`src/rtl/mgia_timegen.sv`:
```
// MGIA raster timing generator: dot-clock enable, H/V sync, refresh/fetch windows,
// position counters and frame/line markers with a frame-synchronous 400/480-line mode.
module mgia_timegen #(
  parameter int   CW            = 10,
  parameter int   DOT_DIV       = 2,
  parameter int   H_TOTAL       = 800,
  parameter int   H_SYNC_START  = 16,
  parameter int   H_SYNC_END    = 112,
  parameter int   H_ACT_START   = 160,
  parameter int   H_ACT_END     = 800,
  parameter int   V_TOTAL       = 525,
  parameter int   V_SYNC_START  = 10,
  parameter int   V_SYNC_END    = 12,
  parameter int   V_ACT_START_A = 85,
  parameter int   V_ACT_END_A   = 485,
  parameter int   V_ACT_START_B = 45,
  parameter int   V_ACT_END_B   = 525,
  parameter logic HSYNC_POL     = 1'b0,
  parameter logic VSYNC_POL     = 1'b0
) (
  input  logic          CLK_I,
  input  logic          RST_I,
  input  logic          MODE_I,
  output logic          DOT_EN_O,
  output logic          HSYNC_O,
  output logic          VSYNC_O,
  output logic          VREN_O,
  output logic          VFEN_O,
  output logic          ODD_O,
  output logic          SOF_O,
  output logic          SOL_O,
  output logic [CW-1:0] HPOS_O,
  output logic [CW-1:0] VPOS_O,
  output logic          MODE_O
);

  localparam int CW1 = CW + 1;
  localparam int PW  = (DOT_DIV > 1) ? $clog2(DOT_DIV) : 1;

  localparam logic [PW-1:0] PRE_LAST = PW'(DOT_DIV - 1);
  localparam logic [CW-1:0] H_LAST   = CW'(H_TOTAL - 1);
  localparam logic [CW-1:0] V_LAST   = CW'(V_TOTAL - 1);

  // Window bounds carry one extra bit so an END equal to 2^CW stays representable.
  localparam logic [CW:0] HS_S = CW1'(H_SYNC_START);
  localparam logic [CW:0] HS_E = CW1'(H_SYNC_END);
  localparam logic [CW:0] HA_S = CW1'(H_ACT_START);
  localparam logic [CW:0] HA_E = CW1'(H_ACT_END);
  localparam logic [CW:0] VS_S = CW1'(V_SYNC_START);
  localparam logic [CW:0] VS_E = CW1'(V_SYNC_END);
  localparam logic [CW:0] VA_S = CW1'(V_ACT_START_A);
  localparam logic [CW:0] VA_E = CW1'(V_ACT_END_A);
  localparam logic [CW:0] VB_S = CW1'(V_ACT_START_B);
  localparam logic [CW:0] VB_E = CW1'(V_ACT_END_B);

  logic [PW-1:0] pre;
  logic [CW-1:0] hcnt;
  logic [CW-1:0] vcnt;
  logic          mode;

  logic          tick;
  logic          h_wrap;
  logic          f_wrap;
  logic [CW-1:0] h_nxt;
  logic [CW-1:0] v_nxt;
  logic [CW-1:0] v_fetch;
  logic          mode_nxt;
  logic          hact_d;
  logic          hs_d;
  logic          vs_d;
  logic          ren_d;
  logic          fen_d;

  function automatic logic in_win(input logic [CW-1:0] n,
                                  input logic [CW:0]   lo,
                                  input logic [CW:0]   hi);
    return ({1'b0, n} >= lo) && ({1'b0, n} < hi);
  endfunction

  function automatic logic vact(input logic [CW-1:0] n, input logic m);
    return m ? in_win(n, VB_S, VB_E) : in_win(n, VA_S, VA_E);
  endfunction

  // Everything is decoded from the post-tick counter and mode values so the
  // registered outputs line up with HPOS_O/VPOS_O on the same edge.
  always_comb begin
    tick     = (pre == PRE_LAST);
    h_wrap   = (hcnt == H_LAST);
    f_wrap   = h_wrap && (vcnt == V_LAST);
    h_nxt    = h_wrap ? '0 : hcnt + 1'b1;
    v_nxt    = vcnt;
    if (h_wrap) begin
      v_nxt = (vcnt == V_LAST) ? '0 : vcnt + 1'b1;
    end
    mode_nxt = f_wrap ? MODE_I : mode;
    v_fetch  = (v_nxt == V_LAST) ? '0 : v_nxt + 1'b1;
    hact_d   = in_win(h_nxt, HA_S, HA_E);
    hs_d     = in_win(h_nxt, HS_S, HS_E) ? HSYNC_POL : ~HSYNC_POL;
    vs_d     = in_win(v_nxt, VS_S, VS_E) ? VSYNC_POL : ~VSYNC_POL;
    ren_d    = hact_d & vact(v_nxt, mode_nxt);
    fen_d    = hact_d & vact(v_fetch, mode_nxt);
  end

  always_ff @(posedge CLK_I) begin
    if (RST_I) begin
      pre      <= '0;
      hcnt     <= '0;
      vcnt     <= '0;
      mode     <= 1'b0;
      DOT_EN_O <= 1'b0;
      HSYNC_O  <= ~HSYNC_POL;
      VSYNC_O  <= ~VSYNC_POL;
      VREN_O   <= 1'b0;
      VFEN_O   <= 1'b0;
      ODD_O    <= 1'b1;
      SOF_O    <= 1'b0;
      SOL_O    <= 1'b0;
    end else begin
      pre      <= tick ? '0 : pre + 1'b1;
      DOT_EN_O <= tick;
      SOF_O    <= tick & f_wrap;
      SOL_O    <= tick & h_wrap;
      if (tick) begin
        hcnt    <= h_nxt;
        vcnt    <= v_nxt;
        mode    <= mode_nxt;
        HSYNC_O <= hs_d;
        VSYNC_O <= vs_d;
        VREN_O  <= ren_d;
        VFEN_O  <= fen_d;
        ODD_O   <= ~v_nxt[0];
      end
    end
  end

  assign HPOS_O = hcnt;
  assign VPOS_O = vcnt;
  assign MODE_O = mode;

endmodule
```
`config.mk`:
```
export PLATFORM = sky130hd
export DESIGN_NAME = mgia_timegen
export DESIGN_NICKNAME = d
export VERILOG_FILES = /design/src/rtl/mgia_timegen.sv
export SDC_FILE = /design/constraint.sdc
export NUM_CORES = 1
export LEC_CHECK = 0
export ABC_AREA = 1
export BUFFER_PORTS_ARGS = -buffer_cell sky130_fd_sc_hd__buf_4
export CAP_MARGIN = 20
export CORE_MARGIN = 1
export CORE_UTILIZATION = 36
export DETAILED_ROUTE_END_ITERATION = 16
export GPL_TIMING_DRIVEN = 0
export PLACE_DENSITY = 0.58
export SLEW_MARGIN = 10
export SYNTH_ARGS = -nofsm -noshare
export SYNTH_HDL_FRONTEND = slang
export SYNTH_SLANG_ARGS = --single-unit
```
`constraint.sdc`:
```
create_clock -name CLK_I -period 3.2 [get_ports CLK_I]
set_input_delay 0.8 -clock CLK_I [delete_from_list [all_inputs] [get_ports CLK_I]]
set_output_delay 0.8 -clock CLK_I [all_outputs]
set_load 0.005 [all_outputs]
```
=== Word level (Yosys, flattened, before mapping) ===
Cells that the tools add are included.

* Output and inout bits: 29
* Register bits: 30
* Logic and storage cells: 56
* Input port bits: 3

* Mux-type cells: 9
* Bitwise operators: 5
* Eq/ne operators: 3
* Reduce and logical (&&, ||, !) cells: 9
* Magnitude comparators: 14
* Add/subtract/negate cells: 4

{| class="wikitable"
|+ Operator list
! kind !! count
|-
| 10-bit 2-to-1 mux || 4
|-
| 10-bit by 1-bit adder with 10-bit output (second input constant) || 3
|-
| 10-bit equality test (second input constant) || 3
|-
| 10-bit < comparator (second input constant) || 3
|-
| 10-bit by 6-bit >= comparator with 1-bit output (second input constant) || 2
|-
| 10-bit by 7-bit >= comparator with 1-bit output (second input constant) || 2
|-
| 10-bit by 9-bit < comparator with 1-bit output (second input constant) || 2
|-
| 10-bit by 4-bit >= comparator with 1-bit output (second input constant) || 1
|-
| 10-bit by 5-bit >= comparator with 1-bit output (second input constant) || 1
|-
| 10-bit by 8-bit >= comparator with 1-bit output (second input constant) || 1
|-
| 10-bit by 4-bit < comparator with 1-bit output (second input constant) || 1
|-
| 10-bit by 7-bit < comparator with 1-bit output (second input constant) || 1
|-
| 1-bit logical AND || 8
|-
| 1-bit 2-to-1 mux || 5
|-
| 1-bit AND || 4
|-
| 2-bit OR reduction || 1
|-
| 1-bit adder (second input constant) || 1
|-
| 1-bit inverter || 1
|}

=== Longest topological paths before layout ===
Gate-level depths: netlist of run 1.

* Depth in word-level cells: 9
* Mapped depth: 22
* Mapped depth without buffers: 22

=== Worst setup path before layout of run 1 ===
Ideal clock, no wire load.

* Path kind: register to register
* Start: register hcnt[0], in the netlist HPOS_O[0]
* End: register VFEN_O
* Required time: 3.088 ns
* Cell stages (with the launch flop): 21
* Arrival: 2.372 ns
* Period minus slack after synthesis: 2.484 ns
* Setup slack: 0.716 ns
* Path buffers: 0
* Cells stage by stage: dfxtp_1 -> ha_1 -> nand2_2 -> nor2_4 -> nand3_2 -> nor2_4 -> nand3_1 -> nand2_2 -> ha_1 -> nand3_1 -> nor2_4 -> xor2_1 -> inv_1 -> nand2_1 -> nand3_1 -> nand2_1 -> nand2_1 -> nand2_1 -> nand2_1 -> nand2_1 -> nand2_1

* Cells in the longest elaborated chain, start to end: 8
* Elaborated cells between the ends (all ways): 20
* Those cells by class: add/sub: 2; order compare: 6; eq/ne: 2; mux: 5; bitwise: 1; reduce/logical: 4

{| class="wikitable"
|+ RTL lines
! element !! line !! RTL
|-
| start, declared || 57 || <nowiki>logic [CW-1:0] hcnt;</nowiki>
|-
| start signal, assigned || 124 || <nowiki>hcnt <= h_nxt;</nowiki>
|-
| 10-bit equality test * || 88 || <nowiki>h_wrap = (hcnt == H_LAST);</nowiki>
|-
| 10-bit 2-to-1 mux * || 92 || <nowiki>if (h_wrap) begin</nowiki>
|-
| via v_nxt[0] || 65 || <nowiki>logic [CW-1:0] v_nxt;</nowiki>
|-
| 10-bit by 1-bit adder with 10-bit output / 10-bit equality test (equally long branches) || 96 || <nowiki>v_fetch = (v_nxt == V_LAST) ? '0 : v_nxt + 1'b1;</nowiki>
|-
| 10-bit 2-to-1 mux * || 96 ||
|-
| 10-bit by 7-bit >= comparator with 1-bit output, or another cell as far along || 77 || <nowiki>return ({1'b0, n} >= lo) && ({1'b0, n} < hi);</nowiki>
|-
| 1-bit logical AND || 77 ||
|-
| 1-bit 2-to-1 mux * || 81 || <nowiki>return m ? in_win(n, VB_S, VB_E) : in_win(n, VA_S, VA_E);</nowiki>
|-
| 1-bit AND * || 101 || <nowiki>fen_d = hact_d & vact(v_fetch, mode_nxt);</nowiki>
|-
| end signal, assigned || 130 || <nowiki>VFEN_O <= fen_d;</nowiki>
|-
| end, declared || 28 || <nowiki>output logic VFEN_O,</nowiki>
|}

Mark *: on every way through the listed nets, which the timed path passes. The rest lies on a longest branch.
A chain may end at the register's enable or synchronous reset.

=== Worst setup path after layout of run 1 ===
Same ends and word-level chain as after synthesis.

==> results of run 1 <==
-- metrics by stage --
step	power [uW]	cells	setup slack (ns)	cell area (um2)
2_1_floorplan	419	358	0.716	2240
3_3_place_gp	438	464	0.362	2570
3_5_place_dp	437	464	0.329	2570
4_1_cts	741	470	0.304	2650
5_1_grt	760	470	0.00374	2660
6_report	731	470	0.340	2660
-- power by group --
part | switching [uW] | internal (uW) | total [uW]
Clock | 135 | 166 | 301
Combinational | 28.1 | 16.0 | 44.1
Sequential | 6.52 | 379 | 385
-- what timing repair did --
item,CTS,global route
gates resized for setup,0,1
endpoints found under the setup margin,0,1
buffers inserted,0,0
-- how the worst max path moves through the flow --
stage                     startpoint      to  slack (ns)  cells after the start
after floorplan            HPOS_O[0]  VFEN_O        0.72                     20
after global placement     HPOS_O[0]  VFEN_O        0.36                     20
after detailed placement   HPOS_O[0]  VFEN_O        0.33                     20
after CTS                  HPOS_O[0]  VFEN_O        0.30                     20
after global routing       HPOS_O[0]  VFEN_O       0.004                     21
final                      HPOS_O[0]  VFEN_O        0.34                     21
-- Yosys cell counts, types with 2 or more instances --
| library cell | count |
|---|---|
| a21oi_1 | 9 |
| clkbuf_1 | 3 |
| dfxtp_1 | 30 |
| ha_1 | 7 |
| inv_1 | 42 |
| inv_2 | 6 |
| nand2_1 | 106 |
| nand2_2 | 10 |
| nand3_1 | 28 |
| nand3_2 | 4 |
| nand4_1 | 7 |
| nor2_1 | 35 |
| nor2_2 | 6 |
| nor2_4 | 6 |
| nor3_1 | 9 |
| o211ai_1 | 2 |
| o21ai_0 | 9 |
| o22ai_1 | 17 |
| o31ai_1 | 4 |
| xor2_1 | 4 |
-- cell families after synthesis --
logic type | share of synthesized area (%)
adder cells (fa/ha/maj) | 3.91
AO/OA/AOI/OAI | 12.7
flip-flops | 26.8
buffers and inverters | 9.27
AND/OR/NAND/NOR | 45.7
XOR/XNOR | 1.56
-- metal layers --
| metal | up-vias | GRT usage (%) | share of wire (%) |
|---|---|---|---|
| met5 | - | 0 | 0 |
| met4 | 0 | 5.89 | 0.86 |
| li1 | 1242 | - | - |
| met2 | 54 | 32.4 | 44 |
| met1 | 1068 | 27.7 | 50 |
| met3 | 4 | 3.15 | 4.6 |
-- critical path, stage by stage (launching register included) --
cell,delay [ns]
dfxtp_1,0.42
ha_1,0.21
nand2_2,0.11
nor2_4,0.15
nand3_2,0.10
nor2_4,0.22
nand3_1,0.12
nand2_2,0.13
ha_1,0.19
nand3_1,0.15
nor2_4,0.19
nand2_1,0.07
nand2_1,0.09
nand2_2,0.08
nor2_2,0.12
nand3_1,0.09
nand2_1,0.06
nand2_1,0.05
nand2_1,0.05
nand2_1,0.05
nand2_1,0.05
nand2_1,0.04
-- cell type report --
class	count	area [um2]	share of cell area (%)
Multi-Input combinational cell	274	1440	54.2
Sequential cell	30	601	22.6
Timing Repair Buffer	31	233	8.76
Inverter	49	184	6.92
Tap cell	75	93.8	3.53
Clock buffer	6	82.6	3.11
Buffer	5	23.8	0.895
==> key figures, run 1 <==
Status
  – Status: completed

STA
  – Final count of hold timing violations: 0
  – Slew Limit Headroom: 50.4%
  – Hold Worst Slack: 0.455 ns
  – Fmax: 350 MHz
  – Setup TNS: 0 ns
  – Max-slew violation count: 0
  – Worst-Margin Slew: 0.737 ns
  – Min Clock Period, post-route: 2.86 ns
  – Final setup violation count: 0
  – Skew final: 0.00811 ns
  – RSZ-0062 raised after global routing: no
  – Final period util: 89.4%

Worst hold path
  – HP Start: VFEN_O
  – Worst Hold Path EP: VFEN_O
  – Hold Crit Class: reg -> reg
  – Hold depth: 2

Synthesis
  – Synth Register Bits: 30
  – Yosys Warn Count: 0
  – Register area share after synthesis: 26.8%
  – Post-synth EDFFs: 0
  – Syn_area_per_cell: 6.26 um2
  – Unique cell type count in the Yosys netlist: 34
  – Mapped Nets: 368
  – Ys async rst share: 0%
  – Top post-synthesis cells by area: dfxtp_1, nand2_1, inv_1, nand3_1, nor2_1
  – Top FF cell, synth: dfxtp_1
  – Leading area contributor after synthesis: dfxtp_1
  – Mapped cell area: 2240 um2
  – Synth Instances: 358
  – Share of the synthesized area in the top cell type: 26.8%

Power and ir drop
  – Max IR drop VDD: 201 uV
  – Pwr dens: 275 nW/um2
  – Pleak: 0.00118 uW

Drt
  – DR vias/cell: 5.04
  – DR vias: 2368
  – Routed Antenna Nets: 0
  – DRT Pass-1 Iters: 4
  – WL final: 6130 um
  – DRC violations left: 0
  – Wire per inst: 13.0 um
  – Initial DRC count: 106

Clock network
  – Root Buffer: clkbuf_8
  – Clock sinks: 30
  – Total CTS buffers: 5
  – Clock Pin Slew Worst Setup and Hold Paths: 0.06 ns
  – CTS tree: yes
  – Clk_lat worst skew: 0.28 ns
  – CTS Buffer Depth: 2
  – CTS H-tree depth: 2
  – Hold-fix buffers at CTS: 0

Finish
  – Share of post-route cells with drive strength above 1: 19.2%
  – Nets: 406
  – Most common cell after layout, fill and taps aside: nand2_1
  – Util after Layout: 44.6%
  – Synth-to-layout area growth: 18.6%
  – Count of filler cells inserted in the layout: 637
  – Diodes inserted: 0
  – Commonest non-fill, non-tap cells in the layout: nand2_1, inv_1, nor2_1, buf_4, dfxtp_1

Floorplanning
  – Die area: 6540 um2
  – Die X-Extent: 80.9 um
  – Row cnt: 28
  – IO Pins: 32
  – Initial Utilization: 37.6%
  – Die span in y: 80.9 um
  – Core area: 5960 um2

GRT
  – Total GRT Usage: 20.2%
  – Number of global-route vias before repair: 2157
  – Global-route wire length before repair: 10100 um
  – Largest net degree at the start of global routing: 11
  – Total grt overflow: 0
  – Initial antenna violation count: 0

Setup path
  – Worst Path Required: 3.37 ns
  – CP startpoint kind: flip-flop
  – Critical Path AT: 3.03 ns
  – FF-to-FF Start: HPOS_O[0]
  – Worst Reg2Reg Path Length in Cells: 21
  – Critical path peak fanout: 8
  – Critical path class: reg -> reg
  – Crit end category: flip-flop
  – R2R Path End: VFEN_O
  – R2R setup slack: 0.34 ns

Run
  – Max-cap viol count: 0

Placement
  – Post-DP HPWL: 4760 um
  – Routability cong.: 0.850
  – IO buf count: 31
Note: power is estimated with default switching activity, not from simulation.
==> run 2, diff against run 1 <==
PLACE_DENSITY = default   (was 0.58)
==> run 2 against run 1 <==
  * Non-clock buffer count rose by 1
  * Worst setup slack worse by 0.059 ns
  * Largest cell class unchanged
  * Utilization grew 0.21 points
  * Clock power grew 10%
  * Final cell count grew 0.64%
  * Highest routed layer unchanged
  * Critical path type unchanged
  * Critical endpoint is now VREN_O
==> key figures, run 2 (same netlist as run 1, synthesis figures left out) <==
Status
  – Status: completed (unchanged)

Clock network
  – PostCTS Resize Cnt: 0 (unchanged)
  – Clk_lat worst skew: 0.29 ns (was 0.28 ns)
  – CTS Buffer Depth: 2 (unchanged)
  – Total CTS buffers: 5 (unchanged)
  – Root Buffer: clkbuf_8 (unchanged)
  – Post-CTS Setup Bufs: 0 (unchanged)
  – Hold-fix buffers at CTS: 0 (unchanged)
  – CTS H-tree depth: 2 (unchanged)
  – Clock sinks: 30 (unchanged)
  – Clock Pin Slew Worst Setup and Hold Paths: 0.06 ns (about the same)
  – CTS tree: yes (unchanged)

Worst hold path
  – Hold Crit Class: reg -> reg (unchanged)

Floorplanning
  – Die span in y: 80.9 um (unchanged)
  – Die area: 6540 um2 (unchanged)
  – Initial Utilization: 37.6% (unchanged)
  – Row cnt: 28 (unchanged)
  – Core area: 5960 um2 (unchanged)
  – Die X-Extent: 80.9 um (unchanged)
  – IO Pins: 32 (unchanged)

STA
  – Fmax: 342 MHz (was 350 MHz)
  – Final period util: 91.2% (was 89.4%)
  – RSZ-0062 raised after global routing: no (unchanged)
  – Slew Limit Headroom: 46.0% (was 50.4%)
  – Hold Worst Slack: 0.459 ns (was 0.455 ns)
  – Setup TNS: 0 ns (unchanged)
  – Skew final: 0.00760 ns (was 0.00811 ns)
  – Final setup violation count: 0 (unchanged)
  – Final count of hold timing violations: 0 (unchanged)
  – Max-slew violation count: 0 (unchanged)
  – Min Clock Period, post-route: 2.92 ns (was 2.86 ns)
  – Worst-Margin Slew: 0.802 ns (was 0.737 ns)

Finish
  – Commonest non-fill, non-tap cells in the layout: nand2_1, inv_1, nor2_1, buf_4, dfxtp_1 (unchanged)
  – Util after Layout: 44.8% (was 44.6%)
  – Diodes inserted: 0 (unchanged)
  – Synth-to-layout area growth: 19.2% (was 18.6%)
  – Design Area, Final: 2670 um2 (was 2660 um2)
  – Most common cell after layout, fill and taps aside: nand2_1 (unchanged)
  – Nets: 407 (was 406)
  – Share of post-route cells with drive strength above 1: 19.6% (was 19.2%)

Drt
  – DRT Pass-1 Iters: 4 (unchanged)
  – DR vias: 2395 (was 2368)
  – DRC violations left: 0 (unchanged)
  – Top Layer Used: met4 (unchanged)
  – Met2 Wirelength: 2690 um (was 2720 um)
  – DR vias/cell: 5.06 (was 5.04)
  – Routed Antenna Nets: 0 (unchanged)
  – Metal-1 WL: 3060 um (was 3070 um)
  – Wire per inst: 13.0 um (about the same)
  – Initial DRC count: 141 (was 106)
  – Met3 Wirelength: 368 um (was 284 um)
  – WL final: 6140 um (was 6130 um)

Placement
  – Dpl cell area: 2570 um2 (unchanged)
  – Routability cong.: 0.879 (was 0.850)
  – IO buf count: 31 (unchanged)
  – Post-DP HPWL: 4780 um (was 4760 um)

Setup path
  – WP buf/inv: 3 (was 0)
  – Critical path's slowest cell: o21ai_0 (was dfxtp_1)
  – CP startpoint kind: flip-flop (unchanged)
  – Peak per-stage delay on the critical path: 0.64 ns (was 0.42 ns)
  – Crit end category: flip-flop (unchanged)
  – CP top delay family: compound AO/OA/AOI/OAI gates (was simple AND/OR/NAND/NOR gates)
  – Worst Path Required: 3.43 ns (was 3.37 ns)
  – Crit-path cells: inv_1 > ha_1 > inv_1 > nor2_1 > nand4_2 > nand3_1 > o21ai_0 > inv_1 > nand2_1 > nor3_1 > o21ai_0 > o31ai_1 > nand2_1 > nand4_1 > nand2_1 (was ha_1 > nand2_2 > nor2_4 > nand3_2 > nor2_4 > nand3_1 > nand2_2 > ha_1 > nand3_1 > nor2_4 > nand2_1 > nand2_1 > nand2_2 > nor2_2 > nand3_1 > nand2_1 > nand2_1 > nand2_1 > nand2_1 > nand2_1 > nand2_1)
  – Critical Path AT: 3.15 ns (was 3.03 ns)
  – Critical path class: reg -> reg (unchanged)
  – Critical path peak fanout: 8 (unchanged)

GRT
  – Number of global-route vias before repair: 2107 (was 2157)
  – Global-route wire length before repair: 9970 um (was 10100 um)
  – Initial antenna violation count: 0 (unchanged)
  – Largest net degree at the start of global routing: 11 (unchanged)
  – Total grt overflow: 0 (unchanged)
  – Total GRT Usage: 20.0% (was 20.2%)

Run
  – Max-cap viol count: 0 (unchanged)

Power and ir drop
  – Pleak: 0.00119 uW (was 0.00118 uW)
  – Pwr dens: 286 nW/um2 (was 275 nW/um2)
  – Max IR drop VDD: 225 uV (was 201 uV)
run 2: cell types whose count changed in the layout (fill, tap and decap cells not counted):
cell	delta
buf_4	+1
clkinv_2	+1
clkinvlp_4	+1
xor2_1	+1
xor2_2	-1
run 2: worst paths after layout:
check,cells after the start,from,to,slack [ns]
setup / recovery,15,VPOS_O[0],VREN_O,0.28
hold / removal,2,VFEN_O,VFEN_O,0.46
setup reg to reg,15,VPOS_O[0],VREN_O,0.28
hold reg to reg,2,VFEN_O,VFEN_O,0.46
run 2: final cells by class:
class / instances / area [um2]
fillers: 678 / 3290
multi-input cells: 274 / 1430
flip-flops and latches: 30 / 601
repair buffers: 32 / 240
inverters: 49 / 184
well taps: 75 / 93.8
clock buffers: 6 / 82.6
plain buffers: 5 / 23.8
clock inverters: 2 / 12.5
run 2: power breakdown:
group / switching, uW / leakage, uW / internal, uW
Combinational: 28.7 / 0.000904 / 16.3
Sequential: 6.53 / 0.000243 / 379
Clock: 160 / 0.0000472 / 173
Total: 195 / 0.00119 / 568
run 2: through the flow:
stage	setup WS, ns	instances	power, uW
CTS	0.291	472	770
detailed placement	0.331	464	438
global placement	0.362	464	438
finish	0.280	473	763
global route	0.0254	473	796
floorplan	0.716	358	419
run 2: metal layers:
layer  vias to the layer above  track usage (%)
met4                         0             4.46
met2                        63             30.8
li1                       1249                -
met5                         -                0
met3                         2             4.72
met1                      1081             28.0
run 2: worst register-to-register path, stage by stage (launching register included):
cell     delay, ns
dfxtp_1       0.50
inv_1         0.15
ha_1          0.24
inv_1         0.08
nor2_1        0.06
nand4_2       0.15
nand3_1       0.10
o21ai_0       0.64
inv_1         0.28
nand2_1       0.15
nor3_1        0.08
o21ai_0       0.11
o31ai_1       0.12
nand2_1       0.08
nand4_1       0.09
nand2_1       0.07
